### config.mk
export PLATFORM = sky130hd
export DESIGN_NAME = branch_predict_unit_flat
export DESIGN_NICKNAME = d
export VERILOG_FILES = /design/src/rtl/branch_pkg.sv /design/src/rtl/branch_predict_unit_if.sv /design/src/rtl/bht_table.sv /design/src/rtl/branch_predict_unit.sv /design/src/flat_wrapper.sv
export SDC_FILE = /design/constraint.sdc
export NUM_CORES = 1
export LEC_CHECK = 0
export CAP_MARGIN = 40
export CORE_UTILIZATION = 49
export DETAILED_ROUTE_END_ITERATION = 8
export PLACE_DENSITY = 0.78
export SYNTH_ARGS = -nofsm -noshare
export SYNTH_HDL_FRONTEND = slang
export SYNTH_SLANG_ARGS = --single-unit
export TNS_END_PERCENT = 1
### constraint.sdc
create_clock -name clk -period 4.75 [get_ports clk]
set_input_delay 0.7125 -clock clk [delete_from_list [all_inputs] [get_ports clk]]
set_output_delay 0.7125 -clock clk [all_outputs]
set_load 0.005 [all_outputs]
### src/rtl/branch_pkg.sv
// Shared decode constants, result types and saturating-counter helpers
// for the branch predictor.
package branch_pkg;

    localparam logic [5:0] OP_RTYPE      = 6'b000000;
    localparam logic [5:0] OP_J          = 6'b000010;
    localparam logic [5:0] OP_JAL        = 6'b000011;
    localparam logic [5:0] OP_BEQ        = 6'b000100;
    localparam logic [5:0] OP_BNE        = 6'b000101;
    localparam logic [5:0] FUNCT_SYSCALL = 6'b001100;

    // IF-stage decode result
    typedef struct packed {
        logic branch;
        logic jump;
        logic ecall;
        logic beq;
        logic bne;
    } decode_t;

    // Weakly-not-taken: one below the taken threshold
    function automatic int unsigned ctrInit(input int unsigned w);
        return (32'd1 << (w - 1)) - 32'd1;
    endfunction

    // Saturating increment for a w-bit counter
    function automatic int unsigned ctrInc(input int unsigned v, input int unsigned w);
        return (v == ((32'd1 << w) - 32'd1)) ? v : v + 32'd1;
    endfunction

    // Saturating decrement
    function automatic int unsigned ctrDec(input int unsigned v);
        return (v == 32'd0) ? v : v - 32'd1;
    endfunction

endpackage

### src/rtl/branch_predict_unit_if.sv
// IF/EX pipeline-side signal bundle of the branch predictor.
// master = pipeline, slave = predictor.
interface branch_predict_unit_if #(
    parameter int STAT_W = 16
);
    logic              if_valid;
    logic [31:0]       if_pc;
    logic [31:0]       if_instr;
    logic              if_branch;
    logic              if_jump;
    logic              if_ecall;
    logic              if_beq;
    logic              if_bne;
    logic              pred_taken;
    logic [31:0]       pred_target;
    logic              ex_valid;
    logic              ex_branch;
    logic [31:0]       ex_pc;
    logic              ex_pred_taken;
    logic              ex_taken;
    logic [31:0]       ex_target;
    logic              redirect_valid;
    logic [31:0]       redirect_pc;
    logic [STAT_W-1:0] branch_count;
    logic [STAT_W-1:0] mispredict_count;

    modport master (
        output if_valid, if_pc, if_instr,
        output ex_valid, ex_branch, ex_pc, ex_pred_taken, ex_taken, ex_target,
        input  if_branch, if_jump, if_ecall, if_beq, if_bne, pred_taken, pred_target,
        input  redirect_valid, redirect_pc, branch_count, mispredict_count
    );

    modport slave (
        input  if_valid, if_pc, if_instr,
        input  ex_valid, ex_branch, ex_pc, ex_pred_taken, ex_taken, ex_target,
        output if_branch, if_jump, if_ecall, if_beq, if_bne, pred_taken, pred_target,
        output redirect_valid, redirect_pc, branch_count, mispredict_count
    );
endinterface

### src/rtl/bht_table.sv
// Branch history table: DEPTH saturating counters, async read of the
// taken bit, synchronous trained write, single-cycle reset of all entries.
module bht_table
    import branch_pkg::*;
#(
    parameter int DEPTH = 64,
    parameter int CTR_W = 2
) (
    input  logic                     clk,
    input  logic                     rst,
    input  logic [$clog2(DEPTH)-1:0] rdIdx,
    output logic                     rdTaken,
    input  logic                     wrEn,
    input  logic [$clog2(DEPTH)-1:0] wrIdx,
    input  logic                     wrTaken
);
    logic [CTR_W-1:0] ctr [DEPTH];

    // Read returns the pre-update value, so a same-cycle write is not visible
    assign rdTaken = ctr[rdIdx][CTR_W-1];

    // Reset every entry to weakly-not-taken, else train the addressed entry
    always_ff @(posedge clk) begin
        if (rst) begin
            for (int i = 0; i < DEPTH; i++)
                ctr[i] <= CTR_W'(ctrInit(CTR_W));
        end else if (wrEn) begin
            ctr[wrIdx] <= wrTaken ? CTR_W'(ctrInc(32'(ctr[wrIdx]), CTR_W))
                                  : CTR_W'(ctrDec(32'(ctr[wrIdx])));
        end
    end
endmodule

### src/rtl/branch_predict_unit.sv
// Branch/jump decode and prediction in IF, BHT training, one-cycle
// mispredict redirect and saturating statistics from EX.
module branch_predict_unit
    import branch_pkg::*;
#(
    parameter int BHT_DEPTH = 64,
    parameter int CTR_W     = 2,
    parameter int STAT_W    = 16
) (
    input  logic                 clk,
    input  logic                 rst,
    branch_predict_unit_if.slave bus
);
    localparam int IDX_W = $clog2(BHT_DEPTH);

    decode_t           dec;
    logic [5:0]        opcode;
    logic [5:0]        funct;
    logic [31:0]       pc4;
    logic [31:0]       brTarget;
    logic [31:0]       jTarget;
    logic              bhtTaken;
    logic              predTaken;
    logic [31:0]       predTarget;
    logic              exLive;
    logic              train;
    logic              mispredict;
    logic              redirectValid;
    logic [31:0]       redirectPc;
    logic [STAT_W-1:0] branchCount;
    logic [STAT_W-1:0] mispredictCount;

    assign opcode   = bus.if_instr[31:26];
    assign funct    = bus.if_instr[5:0];
    assign pc4      = bus.if_pc + 32'd4;
    assign brTarget = pc4 + {{14{bus.if_instr[15]}}, bus.if_instr[15:0], 2'b00};
    assign jTarget  = {pc4[31:28], bus.if_instr[25:0], 2'b00};

    // Decode the fetched word; everything stays low without a valid fetch
    always_comb begin
        dec = '0;
        if (bus.if_valid) begin
            dec.beq   = (opcode == OP_BEQ);
            dec.bne   = (opcode == OP_BNE);
            dec.jump  = (opcode == OP_J) || (opcode == OP_JAL);
            dec.ecall = (opcode == OP_RTYPE) && (funct == FUNCT_SYSCALL);
        end
        dec.branch = dec.beq | dec.bne;
    end

    bht_table #(
        .DEPTH (BHT_DEPTH),
        .CTR_W (CTR_W)
    ) uBht (
        .clk     (clk),
        .rst     (rst),
        .rdIdx   (bus.if_pc[IDX_W+1:2]),
        .rdTaken (bhtTaken),
        .wrEn    (train),
        .wrIdx   (bus.ex_pc[IDX_W+1:2]),
        .wrTaken (bus.ex_taken)
    );

    // Next-PC prediction: jumps always taken, branches follow the BHT,
    // syscall and everything else fall through
    always_comb begin
        predTaken  = 1'b0;
        predTarget = pc4;
        if (dec.jump) begin
            predTaken  = 1'b1;
            predTarget = jTarget;
        end else if (dec.branch && bhtTaken) begin
            predTaken  = 1'b1;
            predTarget = brTarget;
        end
    end

    // EX input is wrong-path while a redirect is being issued
    assign exLive     = bus.ex_valid & ~redirectValid;
    assign train      = exLive & bus.ex_branch;
    assign mispredict = exLive & (bus.ex_pred_taken != bus.ex_taken);

    // Redirect register: one-cycle pulse, reset wins over a pending redirect
    always_ff @(posedge clk) begin
        if (rst) begin
            redirectValid <= 1'b0;
            redirectPc    <= '0;
        end else begin
            redirectValid <= mispredict;
            if (mispredict)
                redirectPc <= bus.ex_taken ? bus.ex_target : bus.ex_pc + 32'd4;
        end
    end

    // Saturating statistics over conditional branches only
    always_ff @(posedge clk) begin
        if (rst) begin
            branchCount     <= '0;
            mispredictCount <= '0;
        end else if (train) begin
            if (branchCount != '1)
                branchCount <= branchCount + STAT_W'(1);
            if (mispredict && mispredictCount != '1)
                mispredictCount <= mispredictCount + STAT_W'(1);
        end
    end

    assign bus.if_branch        = dec.branch;
    assign bus.if_jump          = dec.jump;
    assign bus.if_ecall         = dec.ecall;
    assign bus.if_beq           = dec.beq;
    assign bus.if_bne           = dec.bne;
    assign bus.pred_taken       = predTaken;
    assign bus.pred_target      = predTarget;
    assign bus.redirect_valid   = redirectValid;
    assign bus.redirect_pc      = redirectPc;
    assign bus.branch_count     = branchCount;
    assign bus.mispredict_count = mispredictCount;
endmodule
### src/flat_wrapper.sv
// flat-port wrapper written by rule: the top's interface ports become plain ports
module branch_predict_unit_flat import branch_pkg::*;
#(
    parameter int BHT_DEPTH = 64,
    parameter int CTR_W     = 2,
    parameter int STAT_W    = 16
)
  (clk, rst, bus_if_valid, bus_if_pc, bus_if_instr, bus_ex_valid, bus_ex_branch, bus_ex_pc, bus_ex_pred_taken, bus_ex_taken, bus_ex_target, bus_if_branch, bus_if_jump, bus_if_ecall, bus_if_beq, bus_if_bne, bus_pred_taken, bus_pred_target, bus_redirect_valid, bus_redirect_pc, bus_branch_count, bus_mispredict_count);
  branch_predict_unit_if #(.STAT_W(STAT_W)) bus_i ();
  input  logic clk;
  input  logic rst;
  input wire logic [$bits(bus_i.if_valid)-1:0] bus_if_valid;
  input wire logic [$bits(bus_i.if_pc)-1:0] bus_if_pc;
  input wire logic [$bits(bus_i.if_instr)-1:0] bus_if_instr;
  input wire logic [$bits(bus_i.ex_valid)-1:0] bus_ex_valid;
  input wire logic [$bits(bus_i.ex_branch)-1:0] bus_ex_branch;
  input wire logic [$bits(bus_i.ex_pc)-1:0] bus_ex_pc;
  input wire logic [$bits(bus_i.ex_pred_taken)-1:0] bus_ex_pred_taken;
  input wire logic [$bits(bus_i.ex_taken)-1:0] bus_ex_taken;
  input wire logic [$bits(bus_i.ex_target)-1:0] bus_ex_target;
  output wire logic [$bits(bus_i.if_branch)-1:0] bus_if_branch;
  output wire logic [$bits(bus_i.if_jump)-1:0] bus_if_jump;
  output wire logic [$bits(bus_i.if_ecall)-1:0] bus_if_ecall;
  output wire logic [$bits(bus_i.if_beq)-1:0] bus_if_beq;
  output wire logic [$bits(bus_i.if_bne)-1:0] bus_if_bne;
  output wire logic [$bits(bus_i.pred_taken)-1:0] bus_pred_taken;
  output wire logic [$bits(bus_i.pred_target)-1:0] bus_pred_target;
  output wire logic [$bits(bus_i.redirect_valid)-1:0] bus_redirect_valid;
  output wire logic [$bits(bus_i.redirect_pc)-1:0] bus_redirect_pc;
  output wire logic [$bits(bus_i.branch_count)-1:0] bus_branch_count;
  output wire logic [$bits(bus_i.mispredict_count)-1:0] bus_mispredict_count;
  assign bus_i.if_valid = bus_if_valid;
  assign bus_i.if_pc = bus_if_pc;
  assign bus_i.if_instr = bus_if_instr;
  assign bus_i.ex_valid = bus_ex_valid;
  assign bus_i.ex_branch = bus_ex_branch;
  assign bus_i.ex_pc = bus_ex_pc;
  assign bus_i.ex_pred_taken = bus_ex_pred_taken;
  assign bus_i.ex_taken = bus_ex_taken;
  assign bus_i.ex_target = bus_ex_target;
  assign bus_if_branch = bus_i.if_branch;
  assign bus_if_jump = bus_i.if_jump;
  assign bus_if_ecall = bus_i.if_ecall;
  assign bus_if_beq = bus_i.if_beq;
  assign bus_if_bne = bus_i.if_bne;
  assign bus_pred_taken = bus_i.pred_taken;
  assign bus_pred_target = bus_i.pred_target;
  assign bus_redirect_valid = bus_i.redirect_valid;
  assign bus_redirect_pc = bus_i.redirect_pc;
  assign bus_branch_count = bus_i.branch_count;
  assign bus_mispredict_count = bus_i.mispredict_count;
  branch_predict_unit #(.BHT_DEPTH(BHT_DEPTH), .CTR_W(CTR_W), .STAT_W(STAT_W)) u_core (.clk(clk), .rst(rst), .bus(bus_i));
endmodule
Yosys cells after proc, flatten, opt, wreduce, memory -nomap -nowiden --
Memory sizes are Yosys's and may differ from the RTL's. Index checks and enable logic that the tools add are counted.
Storage, ports and cells: register bits after elaboration 65, bits in latches 0, bits in writable memories 128, ROM bits 0, output and inout port bits 103, logic and storage cells 52, memories 1
Memory list:
- u_core.uBht.ctr | words 64, width 2, rd ports 2, clocked after memory_dff 0, wr ports 64, RTL line bht_table.sv:17 | logic [CTR_W-1:0] ctr [DEPTH];
Cells by class: add/sub/neg operators 7, $mul 0, div/mod/pow operators 0, $lt $le $gt $ge 0, eq/ne operators 9, shift operators 0, multiplexer cells 17, bitwise operators 5, reduce and logical (&&, ||, !) cells 9
Operators with widths (count):
- $mux 32 | 3
- $add 32x3->32 const B | 2
- $add 16x1->16 const B | 2
- $add 32x32->32 | 1
- $ne 16x16->1 const B | 2
- $eq 6x2->1 const B | 2
- $eq 6x3->1 const B | 2
- $mux 1 | 8
- $mux 2 | 4
- $eq 6x4->1 const B | 1
- $logic_not 6->1 | 1
- $mux 6 | 1
- $mux 4 | 1
- $reduce_and 2->1 | 2
- $and 1x1->1 | 3
- $logic_and 1x1->1 | 3
- $add 2x1->2 const B | 1
- $eq 2x2->1 const B | 1
- $logic_not 2->1 | 1
- $reduce_or 2->1 | 1
- $sub 2x1->2 const B | 1
- $logic_or 1x1->1 | 1
- $ne 1x1->1 | 1
- $not 1->1 | 1
- $or 1x1->1 | 1

Depth between registers and ports, before layout --
depth after elaboration 8, gate-level depth with buffers 19, mapped depth without buffers 15

Hierarchy --
From an unflattened synthesis, not the netlist that was laid out.
Unflattened totals: cells, all modules 1454, area, all modules 13157.6 um^2
By module, submodules not included:
- bht_table | times used 1, cells each 625, area an instance 7086.8 um^2, sequential area each 3843.7 um^2
- branch_predict_unit | times used 1, cells each 829, area an instance 6070.8 um^2, sequential area each 1301.2 um^2

Worst setup path before layout --
Ideal clock, no wire load.
kind input to output, from input bus_if_pc[2], to output bus_pred_target[28], arrival time 4040 ps, data required time 4038 ps, path slack -2 ps, stages on the path 16, buffers on the path 3, cells stage by stage buf_6 > buf_8 > buf_6 > nand2_1 > nor4_1 > nor3b_1 > and3_1 > xor2_1 > ha_1 > a21o_1 > a21o_1 > a221o_1 > a31o_2 > nor2b_1 > nor4_1 > mux2_2
Between the ends: longest elaborated chain between the ends 4
Ends and longest elaborated chain:
- start: declaration | RTL line flat_wrapper.sv:13 | input wire logic [$bits(bus_i.if_pc)-1:0] bus_if_pc;
- $add 32x3->32 or $mem_v2 64x2 (tied branches)
- $add 32x32->32 or $logic_and 1x1->1 (tied branches) | RTL line branch_predict_unit.sv:36, branch_predict_unit.sv:72
- $mux 32 | RTL line branch_predict_unit.sv:72 | end else if (dec.branch && bhtTaken) begin
- $mux 32 (*) | RTL line branch_predict_unit.sv:69 | if (dec.jump) begin
- end: declaration | RTL line flat_wrapper.sv:27 | output wire logic [$bits(bus_i.pred_target)-1:0] bus_pred_target;
Every way passes the cells marked *; elsewhere a longest branch is shown, timed or not.

Worst setup path after layout --
from input bus_if_pc[2], to output bus_pred_target[23]
Between the ends: longest elaborated chain between the ends 4
Ends and longest elaborated chain (RTL line):
- $add 32x3->32 or $mem_v2 64x2 (tied branches)
- $add 32x32->32 or $logic_and 1x1->1 (tied branches) | branch_predict_unit.sv:36, branch_predict_unit.sv:72
- $mux 32 (*) | branch_predict_unit.sv:72
- $mux 32 (*) | branch_predict_unit.sv:69
Marks and branches as above.

==> results.json <==
{
  "status": "finished, violations left",
  "violations": "setup timing",
  "synth-edff-count": 128,
  "fmax_mhz": 206,
  "start_util_pct": 49.9,
  "overflow": 0,
  "grt_pass1_vias": 13100,
  "dpl_cell_area_mm2": 0.0171,
  "hold_viol_final": 0,
  "clock_path_buffers": 2,
  "slowest_delay_ps": 490,
  "ant_nets": 0,
  "nNetsFinal": 2045,
  "fin_crit_sh_pct": 102,
  "worst_ep_arrival_time_ps": 4150,
  "io_pins": 238,
  "placed_cells": 2172,
  "areaGrowthSynthToFinish_pct": 34.9,
  "cp_num_buf_inv": 6,
  "startpoint_type": "input pin",
  "ys_warn_count": 0,
  "rows": 60,
  "post-dp-hpwl_mm": 31.7,
  "syn_area_mm2": 0.0134,
  "required_ps": 4040,
  "cap_viol_max_count": 0,
  "finalSetupViolations": 8,
  "cts_root_buffer": "clkbuf_16",
  "ff2ff_setup_slack_ps": 1730,
  "worst_slew_pin_slew_ps": 851,
  "layout_common_cells": "230 x nand2_1, 208 x clkdlybuf4s50_1, 190 x buf_4",
  "grt_max_degree": 73,
  "path_class": "input pin to output port",
  "antenna_found_initial": 0,
  "vias": 13400,
  "cts_tree": "yes",
  "grt_pass1_wl_mm": 67.9,
  "dr_wl_met2_mm": 20.8,
  "utilization_pct": 67.4,
  "skew_ps": 12.1,
  "die_area_mm2": 0.0281,
  "slew_headroom_pct": 43.1,
  "crit_slowest_cell": "clkdlybuf4s50_1",
  "clock_sinks": 193,
  "cts_buffers": 17,
  "drc": 0,
  "design_area_mm2": 0.0181,
  "critical-path-top-delay-family": "buffers and inverters",
  "portBuffers": 237,
  "fin_cells": 2224,
  "cp_common_cell": "buf_4",
  "die_x_um": 168,
  "fin_crit_ps": 4860,
  "finalMaxSlewViolations": 0,
  "synth_nets": 1698,
  "gp_routability_congestion": 0.966,
  "synthArstFlopShare_pct": 0,
  "synth.distinct_cells": 68,
  "ir_drop_uv": 274,
  "setup_slack_ps": -112,
  "worstHoldPathType": "register to register",
  "yosysSeqAreaShare_pct": 38.3,
  "drtPass1Iterations": 6,
  "cp_cell_sequence": "buf_2 > ha_2 > nand4_1 > or3_4 > buf_4 > buf_4 > xnor2_2 > ha_1 > and3_4 > a31oi_2 > nand2_2 > nor2_2 > buf_4 > a2bb2oi_2 > buf_4 > xnor2_1 > a21o_1 > clkdlybuf4s50_1",
  "syn_area_per_cell_um2": 8.81,
  "syn_inst": 1523,
  "grt_util_all_layers_pct": 30.5,
  "synthFlopType": "edfxtp_1",
  "diodes": 0,
  "viasPerCell": 6.03,
  "drive_above_1_share_pct": 19.4,
  "worst_hold_slack_ps": 457,
  "clk-insertion-delay-late_ps": 450,
  "wirelength_mm": 43.2,
  "crit_path_max_fanout": 3,
  "layout_commonest_cell": "nand2_1",
  "ys_seq_elements": 193,
  "clkTransAtPathRegs_ps": 70,
  "rsz0062_at_grt": "true",
  "ctsHtreeMaxLevel": 4,
  "wl_met1_mm": 16.5,
  "cp-end-kind": "output port",
  "powerDensity_mw_per_mm2": 245,
  "core-area_mm2": 0.0269,
  "wl_per_cell_um": 19.4,
  "dr.first_iter.drc_count": 1323,
  "highest-signal-layer": "met4",
  "leakage_nw": 6.80,
  "die_h_um": 168,
  "wl_met3_mm": 4.38,
  "n_fill_cell": 2108
}
-- cells by family after synthesis --
logic type	Yosys count	share of synthesized area, %
xor+xnor	108	7.05
compound gates	271	13.5
flops	193	38.3
fa+ha+maj	42	3.95
simple gates	725	25.8
buf+inv	119	4.45
mux	65	6.86
-- routing by layer --
metal	vias up	global-route usage (%)
met5	-	0
met4	0	12.1
met3	112	7.00
met2	790	52.5
met1	6319	36.8
li1	6188	-
-- sequential cells by signal (all words and copies together), names as in the netlist --
name                         count
u_core.uBht.ctr                128
u_core.bus.redirect_pc          32
u_core.bus.branch_count         16
u_core.bus.mispredict_count     16
u_core.bus.redirect_valid        1
-- final cells by class --
type	count	area, um^2	share of cell area [%]
flip-flops and latches	193	5140	28.4
clock buffers	19	454	2.51
well taps	341	427	2.36
clock inverters	13	124	0.684
repair buffers	432	3860	21.3
multi-input cells	1211	8040	44.4
inverters	15	56.3	0.311
-- final timing paths --
| path | from | endpoint | cells after the start |
|---|---|---|---|
| max | bus_if_pc[2] | bus_pred_target[23] | 18 |
| min | u_core.bus.redirect_pc[18] | u_core.bus.redirect_pc[18] | 2 |
| max reg2reg | u_core.uBht.ctr[7][1] | u_core.uBht.ctr[56][0] | 9 |
| min reg2reg | u_core.bus.redirect_pc[18] | u_core.bus.redirect_pc[18] | 2 |
-- synthesized netlist by cell type, types with 4 or more instances --
cell / instances / share of area (%)
nand2_1: 235 / 6.6
nor2_1: 148 / 4.1
edfxtp_1: 128 / 29
nand3_1: 84 / 3.1
a21oi_1: 68 / 2.5
dfxtp_1: 65 / 9.7
nor3_1: 64 / 2.4
clkbuf_1: 61 / 1.7
xnor2_1: 54 / 3.5
xor2_1: 54 / 3.5
o21ai_0: 48 / 1.8
ha_1: 39 / 3.6
nand2b_1: 39 / 1.8
mux2i_1: 38 / 2.8
or2_2: 33 / 1.5
a21o_1: 26 / 1.5
and3_1: 22 / 1.0
nand4_1: 22 / 1.0
buf_2: 21 / 0.78
mux4_2: 21 / 3.5
o211ai_1: 18 / 1.0
nor2b_1: 17 / 0.79
a211oi_1: 15 / 0.84
and2_1: 15 / 0.70
a221oi_1: 14 / 0.91
a221o_1: 13 / 0.97
a22oi_1: 13 / 0.73
inv_1: 13 / 0.36
nand3b_1: 12 / 0.67
o21bai_1: 12 / 0.67
buf_6: 11 / 0.92
and4_1: 10 / 0.65
a31oi_1: 9 / 0.42
buf_4: 8 / 0.45
or3_1: 6 / 0.28
a22o_1: 5 / 0.33
mux2_2: 5 / 0.42
o22ai_1: 5 / 0.23
nor3b_1: 4 / 0.22
-- power by group --
| group | leakage, nW | internal [mW] | switching, mW |
|---|---|---|---|
| logic | 4.83 | 0.554 | 0.594 |
| registers | 1.68 | 1.83 | 0.0292 |
| clock network | 0.293 | 0.748 | 0.687 |
-- through the flow --
step	total power, mW	setup TNS [ps]	worst slack, ps
final	4.44	-550	-112
after global routing	4.58	-2930	-280
after CTS	4.41	-371	-106
after detailed placement	2.97	-13300	-988
after global placement	2.94	-11900	-870
after floorplan	2.48	0	84.5
-- worst min-delay path, delay by kind of cell (launching register included) --
family | cells | cell delay, ps
and+or+nand+nor | 1 | 50
DFF | 1 | 320
AOI/OAI and AO/OA | 1 | 50
-- timing repair --
| item | CTS | global route |
|---|---|---|
| gates resized for setup | 97 | 21 |
| hold buffers | 0 | 0 |
| setup endpoints to repair | 23 | 18 |
| buffers inserted | 16 | 4 |
| pin swaps | 40 | 19 |
No activity file was read; power rests on OpenSTA's default activity.
